## config.mk

```make
export PLATFORM = sky130hd
export DESIGN_NAME = rs_share_sched
export DESIGN_NICKNAME = d
export VERILOG_FILES = /design/src/rtl/rs_share_pkg.sv /design/src/rtl/rs_shared_adder.sv /design/src/rtl/rs_share_sched.sv
export SDC_FILE = /design/constraint.sdc
export NUM_CORES = 1
export LEC_CHECK = 0
export CORE_ASPECT_RATIO = 0.75
export CORE_MARGIN = 2
export CORE_UTILIZATION = 30
export DETAILED_ROUTE_END_ITERATION = 6
export PLACE_DENSITY = 0.55
export SLEW_MARGIN = 20
export SYNTH_ARGS = -nofsm -noshare
export SYNTH_HDL_FRONTEND = slang
export SYNTH_SLANG_ARGS = --single-unit
```

## constraint.sdc

```tcl
create_clock -name clk -period 4.7 [get_ports clk]
set_input_delay 0.47 -clock clk [delete_from_list [all_inputs] [get_ports clk]]
set_output_delay 0.47 -clock clk [all_outputs]
set_load 0.05 [all_outputs]
```

## src/rtl/rs_share_pkg.sv

```systemverilog
// -----------------------------------------------------------------------------
// rs_share_pkg
// Shared definitions for the shared-adder scheduler (rs_share_sched).
//   WIDTH_DEF / CNT_W_DEF : default operand width and op-counter width
//   CH0 / CH1             : channel identifiers, also the round-robin pointer values
//   stage_t               : stage-1 record {valid, chan, a, b[, sub]} at the default width
// Optional feature macro: RS_SHARE_SUB_EN (adds the subtract flag to the record).
// -----------------------------------------------------------------------------
package rs_share_pkg;

    localparam int WIDTH_DEF = 8;
    localparam int CNT_W_DEF = 16;

    localparam logic CH0 = 1'b0;
    localparam logic CH1 = 1'b1;

    // Record layout at the default width. The top re-declares the same layout
    // at its own WIDTH parameter so non-default widths stay consistent.
    typedef struct packed {
        logic                 valid;
        logic                 chan;
        logic [WIDTH_DEF-1:0] a;
        logic [WIDTH_DEF-1:0] b;
`ifdef RS_SHARE_SUB_EN
        logic                 sub;
`endif
    } stage_t;

endpackage

```

## src/rtl/rs_shared_adder.sv

```systemverilog
// -----------------------------------------------------------------------------
// rs_shared_adder
// The single combinational adder shared by both channels.
//   i_a, i_b  : operands
//   i_sub     : (RS_SHARE_SUB_EN only) 1 -> a - b as a + ~b + 1
//   o_sum     : WIDTH-bit result (wraps)
//   o_carry   : carry-out; in subtract mode 1 means no borrow (a >= b)
// Optional feature macro: RS_SHARE_SUB_EN.
// -----------------------------------------------------------------------------
module rs_shared_adder #(
    parameter int WIDTH = 8
) (
    input  logic [WIDTH-1:0] i_a,
    input  logic [WIDTH-1:0] i_b,
`ifdef RS_SHARE_SUB_EN
    input  logic             i_sub,
`endif
    output logic [WIDTH-1:0] o_sum,
    output logic             o_carry
);

`ifdef RS_SHARE_SUB_EN
    logic [WIDTH-1:0] w_b_eff;

    // Subtract reuses the same adder: invert b and inject the +1 as carry-in.
    assign w_b_eff            = i_b ^ {WIDTH{i_sub}};
    assign {o_carry, o_sum}   = {1'b0, i_a} + {1'b0, w_b_eff} + {{WIDTH{1'b0}}, i_sub};
`else
    assign {o_carry, o_sum}   = {1'b0, i_a} + {1'b0, i_b};
`endif

endmodule

```

## src/rtl/rs_share_sched.sv

```systemverilog
// -----------------------------------------------------------------------------
// rs_share_sched
// Two requesters share one adder. Round-robin arbiter grants at most one
// channel per cycle; the granted operands go through a 2-stage pipeline
// (operand register -> sum register) and return as a 1-cycle response pulse
// on the granted channel, two cycles after the transfer.
// Ports:
//   clk, rst_n                      clock, asynchronous active-low reset
//   reqN_valid / reqN_ready         request handshake (ready = granted, combinational)
//   reqN_a, reqN_b [, reqN_sub]     operands (sub only with RS_SHARE_SUB_EN)
//   rspN_valid                      1-cycle result pulse
//   rspN_sum, rspN_carry            result, held between pulses of that channel
//   busy                            an op is in stage 1 or stage 2
//   op_count                        completed ops, saturating
// Optional feature macro: RS_SHARE_SUB_EN (per-channel subtract request).
// -----------------------------------------------------------------------------
module rs_share_sched
    import rs_share_pkg::*;
#(
    parameter int WIDTH = WIDTH_DEF,
    parameter int CNT_W = CNT_W_DEF
) (
    input  logic             clk,
    input  logic             rst_n,
    input  logic             req0_valid,
    output logic             req0_ready,
    input  logic [WIDTH-1:0] req0_a,
    input  logic [WIDTH-1:0] req0_b,
`ifdef RS_SHARE_SUB_EN
    input  logic             req0_sub,
`endif
    input  logic             req1_valid,
    output logic             req1_ready,
    input  logic [WIDTH-1:0] req1_a,
    input  logic [WIDTH-1:0] req1_b,
`ifdef RS_SHARE_SUB_EN
    input  logic             req1_sub,
`endif
    output logic             rsp0_valid,
    output logic [WIDTH-1:0] rsp0_sum,
    output logic             rsp0_carry,
    output logic             rsp1_valid,
    output logic [WIDTH-1:0] rsp1_sum,
    output logic             rsp1_carry,
    output logic             busy,
    output logic [CNT_W-1:0] op_count
);

    typedef struct packed {
        logic             valid;
        logic             chan;
        logic [WIDTH-1:0] a;
        logic [WIDTH-1:0] b;
`ifdef RS_SHARE_SUB_EN
        logic             sub;
`endif
    } s1_t;

    logic             w_grant0;
    logic             w_grant1;
    logic             r_rr_ptr;
    s1_t              w_s1_next;
    s1_t              r_s1;
    logic             r_s2_valid;
    logic             r_s2_chan;
    logic [WIDTH-1:0] w_sum;
    logic             w_carry;
    logic [WIDTH-1:0] r_rsp0_sum;
    logic             r_rsp0_carry;
    logic [WIDTH-1:0] r_rsp1_sum;
    logic             r_rsp1_carry;
    logic [CNT_W-1:0] r_op_count;

    // Arbiter and stage-1 operand mux.
    // NOTE: every signal gets a default at the top of always_comb so no path leaves it unassigned (no latch).
    always_comb begin
        w_grant0  = 1'b0;
        w_grant1  = 1'b0;
        w_s1_next = '0;
        if (req0_valid && req1_valid) begin
            w_grant0 = (r_rr_ptr == CH0);
            w_grant1 = (r_rr_ptr == CH1);
        end else begin
            w_grant0 = req0_valid;
            w_grant1 = req1_valid;
        end
        w_s1_next.valid = w_grant0 | w_grant1;
        w_s1_next.chan  = w_grant1 ? CH1 : CH0;
        w_s1_next.a     = w_grant1 ? req1_a : req0_a;
        w_s1_next.b     = w_grant1 ? req1_b : req0_b;
`ifdef RS_SHARE_SUB_EN
        w_s1_next.sub   = w_grant1 ? req1_sub : req0_sub;
`endif
    end

    // NOTE: state is written with <= only, so every flop samples pre-edge values; reset is asynchronous.
    always_ff @(posedge clk or negedge rst_n) begin
        if (!rst_n) begin
            r_rr_ptr <= CH0;
            r_s1     <= '0;
        end else begin
            // Point away from whoever just won; hold when nobody was granted.
            if (w_grant0) begin
                r_rr_ptr <= CH1;
            end else if (w_grant1) begin
                r_rr_ptr <= CH0;
            end
            r_s1 <= w_s1_next;
        end
    end

    rs_shared_adder #(
        .WIDTH   (WIDTH)
    ) u_adder (
        .i_a     (r_s1.a),
        .i_b     (r_s1.b),
`ifdef RS_SHARE_SUB_EN
        .i_sub   (r_s1.sub),
`endif
        .o_sum   (w_sum),
        .o_carry (w_carry)
    );

    // Stage 2: the sum register is split per channel so each channel's result
    // holds until its own next response.
    always_ff @(posedge clk or negedge rst_n) begin
        if (!rst_n) begin
            r_s2_valid   <= 1'b0;
            r_s2_chan    <= CH0;
            r_rsp0_sum   <= '0;
            r_rsp0_carry <= 1'b0;
            r_rsp1_sum   <= '0;
            r_rsp1_carry <= 1'b0;
            r_op_count   <= '0;
        end else begin
            r_s2_valid <= r_s1.valid;
            r_s2_chan  <= r_s1.chan;
            if (r_s1.valid && (r_s1.chan == CH0)) begin
                r_rsp0_sum   <= w_sum;
                r_rsp0_carry <= w_carry;
            end
            if (r_s1.valid && (r_s1.chan == CH1)) begin
                r_rsp1_sum   <= w_sum;
                r_rsp1_carry <= w_carry;
            end
            // Count each response pulse; stick at all-ones.
            if (r_s2_valid && (r_op_count != '1)) begin
                r_op_count <= r_op_count + 1'b1;
            end
        end
    end

    assign req0_ready = w_grant0;
    assign req1_ready = w_grant1;
    assign rsp0_valid = r_s2_valid & (r_s2_chan == CH0);
    assign rsp1_valid = r_s2_valid & (r_s2_chan == CH1);
    assign rsp0_sum   = r_rsp0_sum;
    assign rsp0_carry = r_rsp0_carry;
    assign rsp1_sum   = r_rsp1_sum;
    assign rsp1_carry = r_rsp1_carry;
    assign busy       = r_s1.valid | r_s2_valid;
    assign op_count   = r_op_count;

endmodule

```

==> impl_metrics.yaml <==
sta:
  setup_viol: 0
  hold_violations: 0
  period_minus_slack_ns: 2.88
  slew_viol_final: 0
  fmax_ghz: 0.347
  finalSetupTns_ns: 0
  max-slew-margin-rel_pct: 51.1
  finalCritPeriodShare_pct: 61.4
  skew_ns: 0.00623
  tightest_slew_ns: 0.733
  rsz0062_at_grt: "no"
routing:
  dr.pass1.iters: 4
  num_vias: 1907
  drc: 0
  routed_wl_mm: 5.65
  vias_per_cell: 4.66
  drt_iter0_drc: 74
  wl_per_cell_um: 13.8
  final_antenna_net_count: 0
power_and_ir_drop:
  cellLeakagePower_nw: 1.49
  ir_drop_mv: 0.288
  power_density_nw_per_um2: 487
floorplanning:
  initial_core_util_pct: 31.1
  core_area_um2: 8490
  die_area_um2: 9580
  die_w_um: 112
  ioPinCount: 75
  die_h_um: 85.3
  rows: 29
logic_synthesis:
  ys_ff_latch: 55
  netlist_instances: 228
  syn_area_um2: 2640
  synth-edff-count: 0
  synthArstFlopShare_pct: 100
  yosys_warnings: 0
  syn_area_per_cell_um2: 11.6
  synth_fp_nets: 274
  synth-seq-area-share_pct: 52.1
  yosysUniqueCellTypes: 45
  synth_flop_cell: "dfrtp_1"
clock_tree:
  cts_tree: "built"
  post_cts_buffers: 0
  cts.clk_slew.worst_paths_ns: 0.06
  clock_sink_count: 55
  cts-resized-gates: 0
  insertion_delay_ns: 0.28
  root_buffer: "clkbuf_16"
  cts-htree-levels: 2
  cts_hold_buf: 0
  numCtsBuffers: 5
  clockBufferDepth: 2
critical_path:
  reg2reg_from: "r_s1[0]$_DFF_PN0_"
  slowest_delay_ns: 0.82
  slowest_stage: "clkdlybuf4s50_1"
  critPathKind: "input pin to output port"
  crit_buf_inv: 3
  end_kind: "output port"
  startpoint_type: "input pin"
  crit_arrival_ns: 2.41
  critPathLaunch: "req1_valid"
  cp_max_fo: 17
  worstPathCellList: "clkdlybuf4s50_1 -> nand2_1 -> inv_1 -> clkdlybuf4s50_1"
  crit_family: "buffers and inverters"
  critPathRequiredTime_ns: 4.23
  cpMostUsedCell: "clkdlybuf4s50_1"
layout:
  drive_gt1_share_pct: 13.3
  fin_util_pct: 42.4
  fillers: 878
  nets: 348
  diodes: 0
  area_growth_pct: 36.2
  fin_cells: 409
hold_path:
  min_path_type: "input pin to asynchronous set/reset pin"
grt:
  grt_usage_pct: 12.3
  grt_pass1_wl_mm: 9.25
  grt_pass1_vias: 1856
  grt_max_degree: 56
  grt_remaining_overflow: 0
  antenna_found_initial: 0
flow_run:
  drv_cap: 0
placed_design:
  place_hpwl_mm: 4.27
  gp_congestion: 0.814
  dp.cells: 403
  io_buffers: 74
run_status:
  status: "finished, final reports clean"
==> final timing paths <==
kind	end	slack (ns)	depth (start not counted)
min in group clk	r_s2_chan$_DFF_PN0_	0.41	0
setup reg to reg	rsp0_sum[6]$_DFFE_PN0P_	2.76	6
hold reg to reg	r_s2_chan$_DFF_PN0_	0.41	0
hold / removal	op_count[0]$_DFFE_PN0P_	0.31	2
max in group asynchronous	op_count[7]$_DFFE_PN0P_	3.91	2
setup / recovery	req1_ready	1.82	4
==> where the power goes <==
part	internal (mW)	total, mW	switching [mW]
registers	0.575	0.654	0.0790
clock network	0.192	0.340	0.148
logic	0.278	0.759	0.481
total	1.04	1.75	0.708
==> cells in the mapped netlist, types with 2 or more instances <==
cell type / count / area (µm²)
nor4b_1: 2 / 17.5
and3_1: 4 / 25.0
and2_1: 2 / 12.5
nand3_1: 11 / 55.1
nand2_1: 21 / 78.8
xor2_1: 2 / 17.5
a211oi_1: 2 / 15.0
or2_2: 2 / 12.5
xnor2_1: 10 / 87.6
buf_2: 3 / 15.0
nand4_1: 3 / 18.8
a21boi_0: 2 / 15.0
dfrtp_1: 55 / 1380
nand2b_1: 5 / 31.3
mux2_2: 22 / 248
nor2_1: 11 / 41.3
a21oi_2: 2 / 17.5
inv_1: 5 / 18.8
a21oi_1: 10 / 50.1
clkbuf_1: 2 / 7.51
or4_1: 2 / 15.0
buf_6: 2 / 22.5
ha_1: 9 / 113
o31ai_1: 4 / 30.0
o21ai_0: 12 / 60.1
mux2i_1: 4 / 40.0
==> layout make-up <==
class,instances,area (µm²),area share (%)
flip-flops and latches,55,1380,38.2
multi-input cells,160,1200,33.2
repair buffers,75,743,20.7
well taps,108,135,3.76
clock buffers,6,129,3.58
inverters,5,18.8,0.522
==> worst reg2reg max path: stages, from the launching register on <==
cell and delay [ns]:
dfrtp_1 0.37, ha_1 0.24, fa_1 0.42, a21oi_1 0.24
o211ai_1 0.16, xnor2_1 0.23, o21ai_0 0.12
==> cell families (layout without fill, tap and decap cells) <==
group / count (synthesis) / in the layout / synth area share, %
xor+xnor: 12 / 12 / 3.98
buf+inv: 13 / 86 / 2.61
flops: 55 / 55 / 52.1
fa+ha+maj: 10 / 10 / 5.02
mux: 27 / 27 / 11.3
compound gates: 40 / 40 / 10.3
simple gates: 71 / 71 / 14.7
==> sequential cells by signal (all words and copies together) (netlist names) <==
| signal | flops |
|---|---|
| rsp1_sum | 8 |
| rsp1_carry | 1 |
| r_rr_ptr | 1 |
| r_s1 | 18 |
| r_s2_valid | 1 |
| op_count | 16 |
| rsp0_carry | 1 |
| rsp0_sum | 8 |
| r_s2_chan | 1 |
==> layout by cell type (no fill, tap or decap), types with 3 or more instances in the layout <==
| cell type | instances |
|---|---|
| dfrtp_1 | 55 |
| nor2_1 | 11 |
| o21ai_0 | 12 |
| nand3_1 | 11 |
| o31ai_1 | 4 |
| nand2b_1 | 5 |
| mux2i_1 | 4 |
| ha_1 | 9 |
| clkbuf_16 | 5 |
| inv_1 | 5 |
| clkdlybuf4s50_1 | 73 |
| and3_1 | 4 |
| a21oi_1 | 10 |
| nand4_1 | 3 |
| nand2_1 | 21 |
| xnor2_1 | 10 |
| mux2_2 | 22 |
==> routing by layer <==
metal | share of wire [%] | vias to the layer above | track usage [%]
met5 | 0 | - | 0
met4 | 0.71 | 0 | 3.99
met3 | 5.1 | 2 | 3.07
met2 | 43 | 47 | 17.4
met1 | 52 | 901 | 18.3
li1 | - | 957 | -
==> through the flow <==
step / setup slack (ns) / hold WS (ns) / total power, mW / instance area [µm²]
after global routing: 1.65 / 0.380 / 1.85 / 3600
after CTS: 1.76 / 0.348 / 1.77 / 3600
after detailed placement: 1.77 / 0.390 / 1.43 / 3470
after global placement: 1.79 / 0.391 / 1.42 / 3470
final: 1.82 / 0.311 / 1.75 / 3600
after floorplan: 2.62 / 0.174 / 1.16 / 2640
Note: power is estimated with default switching activity, not from simulation.
